**config.mk**
```make
export PLATFORM = sky130hd
export DESIGN_NAME = if_fetch_unit_flat
export DESIGN_NICKNAME = d
export VERILOG_FILES = /design/src/rtl/rv_pipe_pkg.sv /design/src/rtl/if_fetch_unit_if.sv /design/src/rtl/fetch_fifo.sv /design/src/rtl/if_fetch_unit.sv /design/src/flat_wrapper.sv
export SDC_FILE = /design/constraint.sdc
export NUM_CORES = 1
export LEC_CHECK = 0
export ABC_AREA = 1
export CAP_MARGIN = 20
export CORE_MARGIN = 4
export CORE_UTILIZATION = 45
export DETAILED_ROUTE_END_ITERATION = 8
export PLACE_DENSITY = 0.69
export RECOVER_POWER = 100
export SKIP_LAST_GASP = 1
export SYNTH_ARGS = -nofsm -noshare
export SYNTH_HDL_FRONTEND = slang
export SYNTH_SLANG_ARGS = --single-unit
```
**constraint.sdc**
```tcl
create_clock -name clk -period 8.4 [get_ports clk]
set_clock_uncertainty 0.1 [all_clocks]
set_input_delay 1.68 -clock clk [delete_from_list [all_inputs] [get_ports clk]]
set_output_delay 1.68 -clock clk [all_outputs]
set_load 0.01 [all_outputs]
```
**src/rtl/rv_pipe_pkg.sv**
```systemverilog
// Shared pipeline constants and types for the front end.
package rv_pipe_pkg;

  localparam int XLEN = 32;
  localparam logic [XLEN-1:0] NOP_INST         = 32'h0000_0013;
  localparam logic [XLEN-1:0] RESET_PC_DEFAULT = 32'h0000_0000;

  // One prefetch FIFO entry: instruction plus the PC it was fetched from
  typedef struct packed {
    logic [XLEN-1:0] pc;
    logic [XLEN-1:0] inst;
  } fetch_entry_t;

endpackage

```
**src/rtl/if_fetch_unit_if.sv**
```systemverilog
// Instruction-memory request/response bus between the fetch unit (master)
// and instruction memory (slave).
interface if_fetch_unit_if;
  import rv_pipe_pkg::*;

  logic            imem_req;
  logic [XLEN-1:0] imem_addr;
  logic            imem_ready;
  logic            imem_rvalid;
  logic [XLEN-1:0] imem_rdata;

  modport master (
    output imem_req,
    output imem_addr,
    input  imem_ready,
    input  imem_rvalid,
    input  imem_rdata
  );

  modport slave (
    input  imem_req,
    input  imem_addr,
    output imem_ready,
    output imem_rvalid,
    output imem_rdata
  );

endinterface

```
**src/rtl/fetch_fifo.sv**
```systemverilog
// Prefetch FIFO of {pc, inst} entries. Head is read straight out of the
// storage registers, so the consumer never sees a path from the write data.
// DEPTH must be a power of two so the pointers wrap naturally.
module fetch_fifo
  import rv_pipe_pkg::*;
#(
  parameter int DEPTH = 2
) (
  input  logic                         clk,
  input  logic                         rst,
  input  logic                         push,
  input  logic                         pop,
  input  logic                         flush,
  input  fetch_entry_t                 wr_data,
  output fetch_entry_t                 head,
  output logic [$clog2(DEPTH+1)-1:0]   count
);

  localparam int CW = $clog2(DEPTH + 1);
  localparam int PW = (DEPTH > 1) ? $clog2(DEPTH) : 1;

  fetch_entry_t  mem_q [DEPTH];
  logic [PW-1:0] wr_ptr_q, wr_ptr_d;
  logic [PW-1:0] rd_ptr_q, rd_ptr_d;
  logic [CW-1:0] count_q, count_d;

  // Pointer and occupancy update; flush wins over any push or pop
  always_comb begin
    wr_ptr_d = wr_ptr_q;
    rd_ptr_d = rd_ptr_q;
    count_d  = count_q;
    if (flush) begin
      wr_ptr_d = '0;
      rd_ptr_d = '0;
      count_d  = '0;
    end else begin
      if (push) wr_ptr_d = wr_ptr_q + PW'(1);
      if (pop)  rd_ptr_d = rd_ptr_q + PW'(1);
      count_d = count_q + CW'(push) - CW'(pop);
    end
  end

  // Pointer/count registers
  always_ff @(posedge clk or posedge rst) begin
    if (rst) begin
      wr_ptr_q <= '0;
      rd_ptr_q <= '0;
      count_q  <= '0;
    end else begin
      wr_ptr_q <= wr_ptr_d;
      rd_ptr_q <= rd_ptr_d;
      count_q  <= count_d;
    end
  end

  // Entry storage; a push during flush is discarded
  always_ff @(posedge clk or posedge rst) begin
    if (rst) begin
      for (int i = 0; i < DEPTH; i++) mem_q[i] <= '0;
    end else if (push && !flush) begin
      mem_q[wr_ptr_q] <= wr_data;
    end
  end

  assign head  = mem_q[rd_ptr_q];
  assign count = count_q;

endmodule

```
**src/rtl/if_fetch_unit.sv**
```systemverilog
// Instruction fetch stage feeding the IF/ID register. Issues in-order
// requests, reserving FIFO space for every accepted request, buffers
// responses with their PCs, and presents one {pc, inst} or a NOP per cycle.
// Optional build macro IF_PERF_EN adds saturating discard/empty counters.
module if_fetch_unit
  import rv_pipe_pkg::*;
#(
  parameter logic [XLEN-1:0] RESET_PC   = RESET_PC_DEFAULT,
  parameter int              FIFO_DEPTH = 2
) (
  input  logic            clk,
  input  logic            rst,
  input  logic            stall,
  input  logic            redirect_valid,
  input  logic [XLEN-1:0] redirect_pc,
  if_fetch_unit_if.master imem,
  output logic [XLEN-1:0] pc_out,
  output logic [XLEN-1:0] inst_out,
  output logic            inst_valid
`ifdef IF_PERF_EN
  ,
  output logic [31:0]     perf_discard_cnt,
  output logic [31:0]     perf_empty_cnt
`endif
);

  localparam int CW = $clog2(FIFO_DEPTH + 1);

  logic [XLEN-1:0] fetch_pc_q, fetch_pc_d;
  logic [XLEN-1:0] wr_pc_q, wr_pc_d;
  logic [CW-1:0]   outstanding_q, outstanding_d;
  logic [CW-1:0]   discard_q, discard_d;
  logic [CW-1:0]   fifo_count;
  logic [CW:0]     in_flight;
  logic [XLEN-1:0] redirect_tgt;
  logic            unused_redirect_lsb;
  logic            accept, drop, push, pop;
  fetch_entry_t    wr_entry, head;

  // Low address bits of the redirect target are forced to zero
  assign redirect_tgt        = {redirect_pc[XLEN-1:2], 2'b00};
  assign unused_redirect_lsb = ^redirect_pc[1:0];

  // Buffered plus in-flight instructions must never exceed FIFO capacity
  assign in_flight     = {1'b0, fifo_count} + {1'b0, outstanding_q};
  assign imem.imem_req  = !rst && !redirect_valid && (in_flight < (CW+1)'(FIFO_DEPTH));
  assign imem.imem_addr = fetch_pc_q;

  assign accept = imem.imem_req && imem.imem_ready;
  // Responses to requests issued before a redirect are dropped, including
  // one that lands in the redirect cycle itself
  assign drop   = imem.imem_rvalid && (redirect_valid || (discard_q != '0));
  assign push   = imem.imem_rvalid && !drop;
  assign inst_valid = (fifo_count != '0);
  assign pop    = inst_valid && !stall && !redirect_valid;

  assign wr_entry = '{pc: wr_pc_q, inst: imem.imem_rdata};

  // Next-state for fetch PC, write-side PC and the request bookkeeping
  always_comb begin
    fetch_pc_d    = fetch_pc_q;
    wr_pc_d       = wr_pc_q;
    discard_d     = discard_q;
    outstanding_d = outstanding_q + CW'(accept) - CW'(imem.imem_rvalid);
    if (accept) fetch_pc_d = fetch_pc_q + 32'd4;
    if (push)   wr_pc_d    = wr_pc_q + 32'd4;
    if (redirect_valid) begin
      fetch_pc_d = redirect_tgt;
      wr_pc_d    = redirect_tgt;
      discard_d  = outstanding_q - CW'(imem.imem_rvalid);
    end else if (imem.imem_rvalid && (discard_q != '0)) begin
      discard_d  = discard_q - CW'(1);
    end
  end

  // Fetch state registers
  always_ff @(posedge clk or posedge rst) begin
    if (rst) begin
      fetch_pc_q    <= RESET_PC;
      wr_pc_q       <= RESET_PC;
      outstanding_q <= '0;
      discard_q     <= '0;
    end else begin
      fetch_pc_q    <= fetch_pc_d;
      wr_pc_q       <= wr_pc_d;
      outstanding_q <= outstanding_d;
      discard_q     <= discard_d;
    end
  end

  fetch_fifo #(
    .DEPTH (FIFO_DEPTH)
  ) u_fifo (
    .clk     (clk),
    .rst     (rst),
    .push    (push),
    .pop     (pop),
    .flush   (redirect_valid),
    .wr_data (wr_entry),
    .head    (head),
    .count   (fifo_count)
  );

  assign pc_out   = inst_valid ? head.pc   : '0;
  assign inst_out = inst_valid ? head.inst : NOP_INST;

`ifdef IF_PERF_EN
  logic [31:0] perf_discard_q, perf_discard_d;
  logic [31:0] perf_empty_q, perf_empty_d;

  // Saturating event counters
  always_comb begin
    perf_discard_d = perf_discard_q;
    perf_empty_d   = perf_empty_q;
    if (drop && (perf_discard_q != '1))               perf_discard_d = perf_discard_q + 32'd1;
    if (!inst_valid && !stall && (perf_empty_q != '1)) perf_empty_d   = perf_empty_q + 32'd1;
  end

  // Perf counter registers
  always_ff @(posedge clk or posedge rst) begin
    if (rst) begin
      perf_discard_q <= '0;
      perf_empty_q   <= '0;
    end else begin
      perf_discard_q <= perf_discard_d;
      perf_empty_q   <= perf_empty_d;
    end
  end

  assign perf_discard_cnt = perf_discard_q;
  assign perf_empty_cnt   = perf_empty_q;
`endif

endmodule

```
**src/flat_wrapper.sv**
```systemverilog
// flat-port wrapper written by rule: the top's interface ports become plain ports
module if_fetch_unit_flat import rv_pipe_pkg::*;
#(
  parameter logic [XLEN-1:0] RESET_PC   = RESET_PC_DEFAULT,
  parameter int              FIFO_DEPTH = 2
)
  (clk, rst, stall, redirect_valid, redirect_pc, pc_out, inst_out, inst_valid, imem_imem_req, imem_imem_addr, imem_imem_ready, imem_imem_rvalid, imem_imem_rdata);
  if_fetch_unit_if imem_i ();
  input  logic clk;
  input  logic rst;
  input  logic stall;
  input  logic redirect_valid;
  input  logic [XLEN-1:0] redirect_pc;
  output logic [XLEN-1:0] pc_out;
  output logic [XLEN-1:0] inst_out;
  output logic inst_valid;
  output wire logic [$bits(imem_i.imem_req)-1:0] imem_imem_req;
  output wire logic [$bits(imem_i.imem_addr)-1:0] imem_imem_addr;
  input wire logic [$bits(imem_i.imem_ready)-1:0] imem_imem_ready;
  input wire logic [$bits(imem_i.imem_rvalid)-1:0] imem_imem_rvalid;
  input wire logic [$bits(imem_i.imem_rdata)-1:0] imem_imem_rdata;
  assign imem_imem_req = imem_i.imem_req;
  assign imem_imem_addr = imem_i.imem_addr;
  assign imem_i.imem_ready = imem_imem_ready;
  assign imem_i.imem_rvalid = imem_imem_rvalid;
  assign imem_i.imem_rdata = imem_imem_rdata;
  if_fetch_unit #(.RESET_PC(RESET_PC), .FIFO_DEPTH(FIFO_DEPTH)) u_core (.clk(clk), .rst(rst), .stall(stall), .redirect_valid(redirect_valid), .redirect_pc(redirect_pc), .imem(imem_i), .pc_out(pc_out), .inst_out(inst_out), .inst_valid(inst_valid));
endmodule
```
## Word level (Yosys, flattened, before mapping)

Cells that the tools add are included.
W data, S select, Z words.

| word-level totals | value |
|---|---|
| register bits after elaboration | 200 |
| input port bits | 70 |
| output and inout bits | 98 |
| logic and storage cells | 68 |

| operators by class | value |
|---|---|
| multiplexer cells | 19 |
| add/subtract/negate cells | 11 |
| $lt $le $gt $ge | 4 |
| bitwise operators | 2 |
| reduce and logical (&&, ||, !) cells | 21 |

Operator list:

| kind | count |
|---|---|
| $mux W64 | 4 |
| $mux W32 | 6 |
| $bwmux W128 | 1 |
| $add A32 B3 Y32 const B | 2 |
| $demux W64 S1 | 1 |
| $reduce_bool A2 Y1 | 6 |
| $logic_and A1 B1 Y1 | 10 |
| $mux W2 | 3 |
| $sub A2 B1 Y2 | 3 |
| $add A2 B1 Y2 | 2 |
| $ge A2 B2 Y1 const B | 2 |
| $logic_not A1 Y1 | 4 |
| $mux W1 | 4 |
| $not A1 Y2 | 2 |
| $add A2 B2 Y3 | 1 |
| $lt A3 B2 Y1 const B | 1 |
| $add A1 B1 Y1 const B | 2 |
| $lt A2 B1 Y1 const B | 1 |
| $sub A2 B1 Y2 const B | 1 |
| $logic_or A1 B1 Y1 | 1 |

## Logic depth before layout (Yosys ltp)

| depth | value |
|---|---|
| depth after elaboration | 8 |
| depth in mapped cells | 12 |
| depth with buffers taken out | 11 |

## Modules after synthesis

Synthesis repeated with hierarchy kept, for this count alone.

| second synthesis, totals | value |
|---|---|
| cell total of the unflattened synthesis | 1396 |
| area, all modules | 11185.7 sq um |

By module, submodules not included:

| module | seq. area each (sq um) | area an instance (sq um) | times used | cells an instance |
|---|---|---|---|---|
| fetch_fifo | 3303.2 | 6085.8 | 1 | 574 |
| if_fetch_unit | 1601.5 | 5099.9 | 1 | 822 |

## Least setup slack after synthesis

OpenSTA, ideal clock, no wires.

| timing path | value |
|---|---|
| path type | input to output |
| start point | in redirect_valid |
| end point | out imem_imem_req |
| required time | 6620 ps |
| setup slack | 4635 ps |
| path buffers | 0 |
| data arrival time | 1985 ps |
| stages on the path | 3 |
| cells stage by stage | nor2_1 nand3_1 inv_1 |

| on the way | value |
|---|---|
| longest elaborated chain between the ends | 3 |

RTL lines:

| item | line | text |
|---|---|---|
| from (decl) | flat_wrapper.sv:12 | `input logic redirect_valid;` |
| $logic_not A1 Y1 | if_fetch_unit.sv:46 | `assign imem.imem_req = !rst && !redirect_valid && (in_flight < (CW+1)'(FIFO_DEPTH));` |
| $logic_and A1 B1 Y1 (2 in series) | if_fetch_unit.sv:46 |  |
| to (decl) | flat_wrapper.sv:17 | `output wire logic [$bits(imem_i.imem_req)-1:0] imem_imem_req;` |

Every way passes these cells.

## Worst setup path in the final report

| timing path | value |
|---|---|
| start point | reg u_core.u_fifo.count_q[1] (netlist: u_core.u_fifo.count[1]) |
| end point | out inst_out[0] |

| on the way | value |
|---|---|
| longest elaborated chain between the ends | 2 |

RTL lines:

| item | line | text |
|---|---|---|
| from (decl) | fetch_fifo.sv:25 | `logic [CW-1:0] count_q, count_d;` |
| from (signal assigned) | fetch_fifo.sv:52 | `count_q <= count_d;` |
| $reduce_bool A2 Y1 | if_fetch_unit.sv:54 | `assign inst_valid = (fifo_count != '0);` |
| $mux W32 | if_fetch_unit.sv:105 | `assign inst_out = inst_valid ? head.inst : NOP_INST;` |
| to (decl) | flat_wrapper.sv:15 | `output logic [XLEN-1:0] inst_out;` |

Every way passes these cells.

==> results.cfg <==
[synthesis]
ys_types = 38
synthCells = 1410
yosysWarningCount = 0
synth.cell_area_sq_mm = 0.0103
ys_ff_latch = 192
yosysSeqAreaShare_pct = 46.8
syn_area_per_cell_sq_um = 7.29

[sta]
final.setup.tns_ns = 0
drv_slew = 219
relSlewSlack_pct = -163
fmaxAchievable_mhz = 162
hold_viol_final = 0
worstMarginPinSlew_ns = 3.92
min_period_over_period_pct = 73.6
rsz0062_at_grt = no
finalSetupViolations = 0
timing.hold.ws_ns = 0.386
period_needed_ns = 6.18

[worst_setup_path]
required_ns = 6.62
path_class = reg2out
r2r_start = u_core.discard_q[0]
slowest_delay_ns = 2.04
worstReg2RegEnd = u_core.u_fifo.mem_q[13]
reg2reg_slack_ns = 4.33
cp_max_fo = 57
cp_slowest_cell = clkbuf_1
crit_start = u_core.u_fifo.count[1]
endpoint_kind = primary output
worstRegToRegCells = 8
crit_chain = nor2_1 -> clkbuf_1 -> inv_1 -> nand3_1 -> dlygate4sd3_1
critPathLaunchType = flip-flop
arrival_ns = 4.40

[hold_path]
hp-class = reg2reg
whs_endpoint = u_core.u_fifo.mem_q[93]
min_from = u_core.u_fifo.mem_q[93]
hold_depth = 2

[global_route]
grt_pass1_wl_mm = 45.9
grt_max_degree = 93
grt_pass1_vias = 9129
antenna_found_initial = 0
track_usage_pct = 21.7
grt-ovfl-total = 0

[layout]
fill_cells = 2118
utilization_pct = 55.4
layout-drive-gt1-share_pct = 4.13
multi_input_area_sq_mm = 0.00450
nets = 1615
seq_area_sq_mm = 0.00481
syn2layout_area_growth_pct = 21.8
insertedDiodeCount = 0

[clock_tree]
clockBufferDepth = 2
post_cts_buffers = 0
clockRootBuffer = clkbuf_16
clock_latency_ns = 0.44
cts_tree = built
htree_levels = 4
clock-sinks = 192
path_clk_slew_ns = 0.07
numCtsBuffers = 17
post_cts_resized = 0
cts_hold_buf = 0

[drt]
drtIter0Drc = 874
top_layer_used = met4
wire_per_inst_microns = 14.8
ant_nets = 0
routed-via-count = 9359
routed_wl_mm = 27.1
via_per_inst = 5.10
wl_met2_mm = 12.1
wl_met1_mm = 13.0
dr.pass1.iters = 5
routed-wl-met3_mm = 1.67
drc = 0

[status]
status = finished with violations
violations = capacitance limit, slew limit

[pwr]
ir_drop_mv = 0.137
p_per_area_mw_per_mm2 = 258
power_leakage_nw = 6.02

[placed_design]
place_congestion = 0.930
port_buffers = 161
dpl.hpwl_mm = 18.5

[die]
io_pins = 168
dieArea_sq_mm = 0.0253
num_rows = 55
core_area_sq_mm = 0.0226
die_width_microns = 159
die_h_microns = 159
initial_utilization_pct = 45.5

[job]
cap_violations = 4
-- cell type report --
type	count	area share, %
clock inverter	15	1.42
timing repair buffer	168	13.2
clock buffer	17	3.40
tap	285	2.85
multi-input combinational	1000	36.0
inverter	158	4.75
sequential	192	38.4
-- cell usage after synthesis --
| cell | number | area [sq um] |
|---|---|---|
| nand2_1 | 527 | 1980 |
| dfrtp_1 | 192 | 4800 |
| inv_1 | 154 | 578 |
| o21ai_1 | 111 | 556 |
| nor2_1 | 85 | 319 |
| a21oi_1 | 71 | 355 |
| nand3_1 | 66 | 330 |
| o21ai_0 | 54 | 270 |
| clkbuf_1 | 25 | 93.8 |
| buf_4 | 17 | 128 |
| buf_2 | 14 | 70.1 |
| xor2_1 | 13 | 114 |
| o211ai_1 | 10 | 75.1 |
| nor2_2 | 9 | 56.3 |
| nor2_4 | 9 | 101 |
| ha_1 | 7 | 87.6 |
| nand2_2 | 7 | 43.8 |
| buf_6 | 5 | 56.3 |
| and2_1 | 4 | 25.0 |
| inv_2 | 4 | 15.0 |
| nand3b_1 | 3 | 22.5 |
| o21bai_1 | 3 | 22.5 |
| a31oi_1 | 2 | 12.5 |
| nand4_1 | 2 | 12.5 |
| o221ai_1 | 2 | 17.5 |
| xnor2_1 | 2 | 17.5 |
| a211oi_1 | 1 | 7.51 |
| buf_1 | 1 | 3.75 |
| clkbuf_2 | 1 | 5.00 |
| conb_1 | 1 | 3.75 |
| fa_1 | 1 | 20.0 |
| nand2_4 | 1 | 11.3 |
| nand4_2 | 1 | 12.5 |
| nor2_8 | 1 | 20.0 |
| nor3_1 | 1 | 5.00 |
| o22ai_1 | 1 | 6.26 |
| o311ai_0 | 1 | 8.76 |
| o31ai_1 | 1 | 7.51 |
-- cells by family after synthesis --
family	after synthesis	synth area share (%)
xor gates and xnor gates	15	1.28
adders and majority gates	8	1.05
DFF	192	46.8
other	1	0.0365
buffers and inverters	221	9.24
and+or+nand+nor	716	28.6
AOI/OAI and AO/OA	257	13.0
-- per-layer routing --
metal / up-vias / GRT usage, %
met2: 329 / 34.1
li1: 4674 / -
met3: 28 / 3.83
met5: - / 0
met1: 4328 / 31.3
met4: 0 / 5.56
-- cell usage in the layout (no fill, tap or decap), drive strengths merged, types with 3 or more instances in the layout --
master         Yosys  final
nand2            535    535
dfrtp            192    192
o21ai            165    165
inv              158    162
nor2             104    104
dlygate4sd3        0     91
a21oi             71     71
clkdlybuf4s50      0     69
nand3             66     66
clkbuf            26     19
xor2              13     13
o211ai            10     10
ha                 7      7
buf               37      6
clkinv             0      5
and2               4      4
conb               1      4
clkinvlp           0      4
nand4              3      3
o21bai             3      3
nand3b             3      3
-- power by group --
part           leakage, nW  internal (mW)  switching, mW  total, mW
Combinational         3.29          0.386          0.565      0.951
Sequential            2.44           1.25          0.207       1.45
Clock                0.288          0.449          0.380      0.829
-- sequential cells by signal (all words and copies together) (netlist names) --
register / flops
u_core.discard_q: 2
u_core.imem.imem_addr: 30
u_core.outstanding_q: 2
u_core.u_fifo.count: 2
u_core.u_fifo.mem_q: 124
u_core.u_fifo.rd_ptr_q: 1
u_core.u_fifo.wr_ptr_q: 1
u_core.wr_pc_q: 30
-- worst max-delay path, delay by kind of cell, from the launching register on --
| kind | cells | cell delay (ns) |
|---|---|---|
| buffers and inverters | 3 | 3.01 |
| and+or+nand+nor | 2 | 0.49 |
| DFF | 1 | 0.42 |
-- per-stage QoR --
step                      setup WS [ns]  power (mW)  area [sq um]  std cells
after global placement             3.43        2.44         12000       1803
after floorplan                    1.39        2.10         10300       1413
final                              2.22        3.23         12500       1835
after global routing               1.74        3.48         12500       1835
after CTS                          3.39        3.32         12600       1835
after detailed placement           3.39        2.48         12000       1803
-- worst max-delay path by stage --
| stage | end | slack, ns | cells past startpoint |
|---|---|---|---|
| global placement | imem_imem_req | 3.43 | 5 |
| floorplan | u_core.discard_q[0] | 1.39 | 1 |
| global route | inst_out[1] | 1.74 | 5 |
| detailed placement | imem_imem_req | 3.39 | 5 |
| CTS | imem_imem_req | 3.39 | 5 |
| finish | inst_out[0] | 2.22 | 5 |
(Power assumes the default switching activity.)
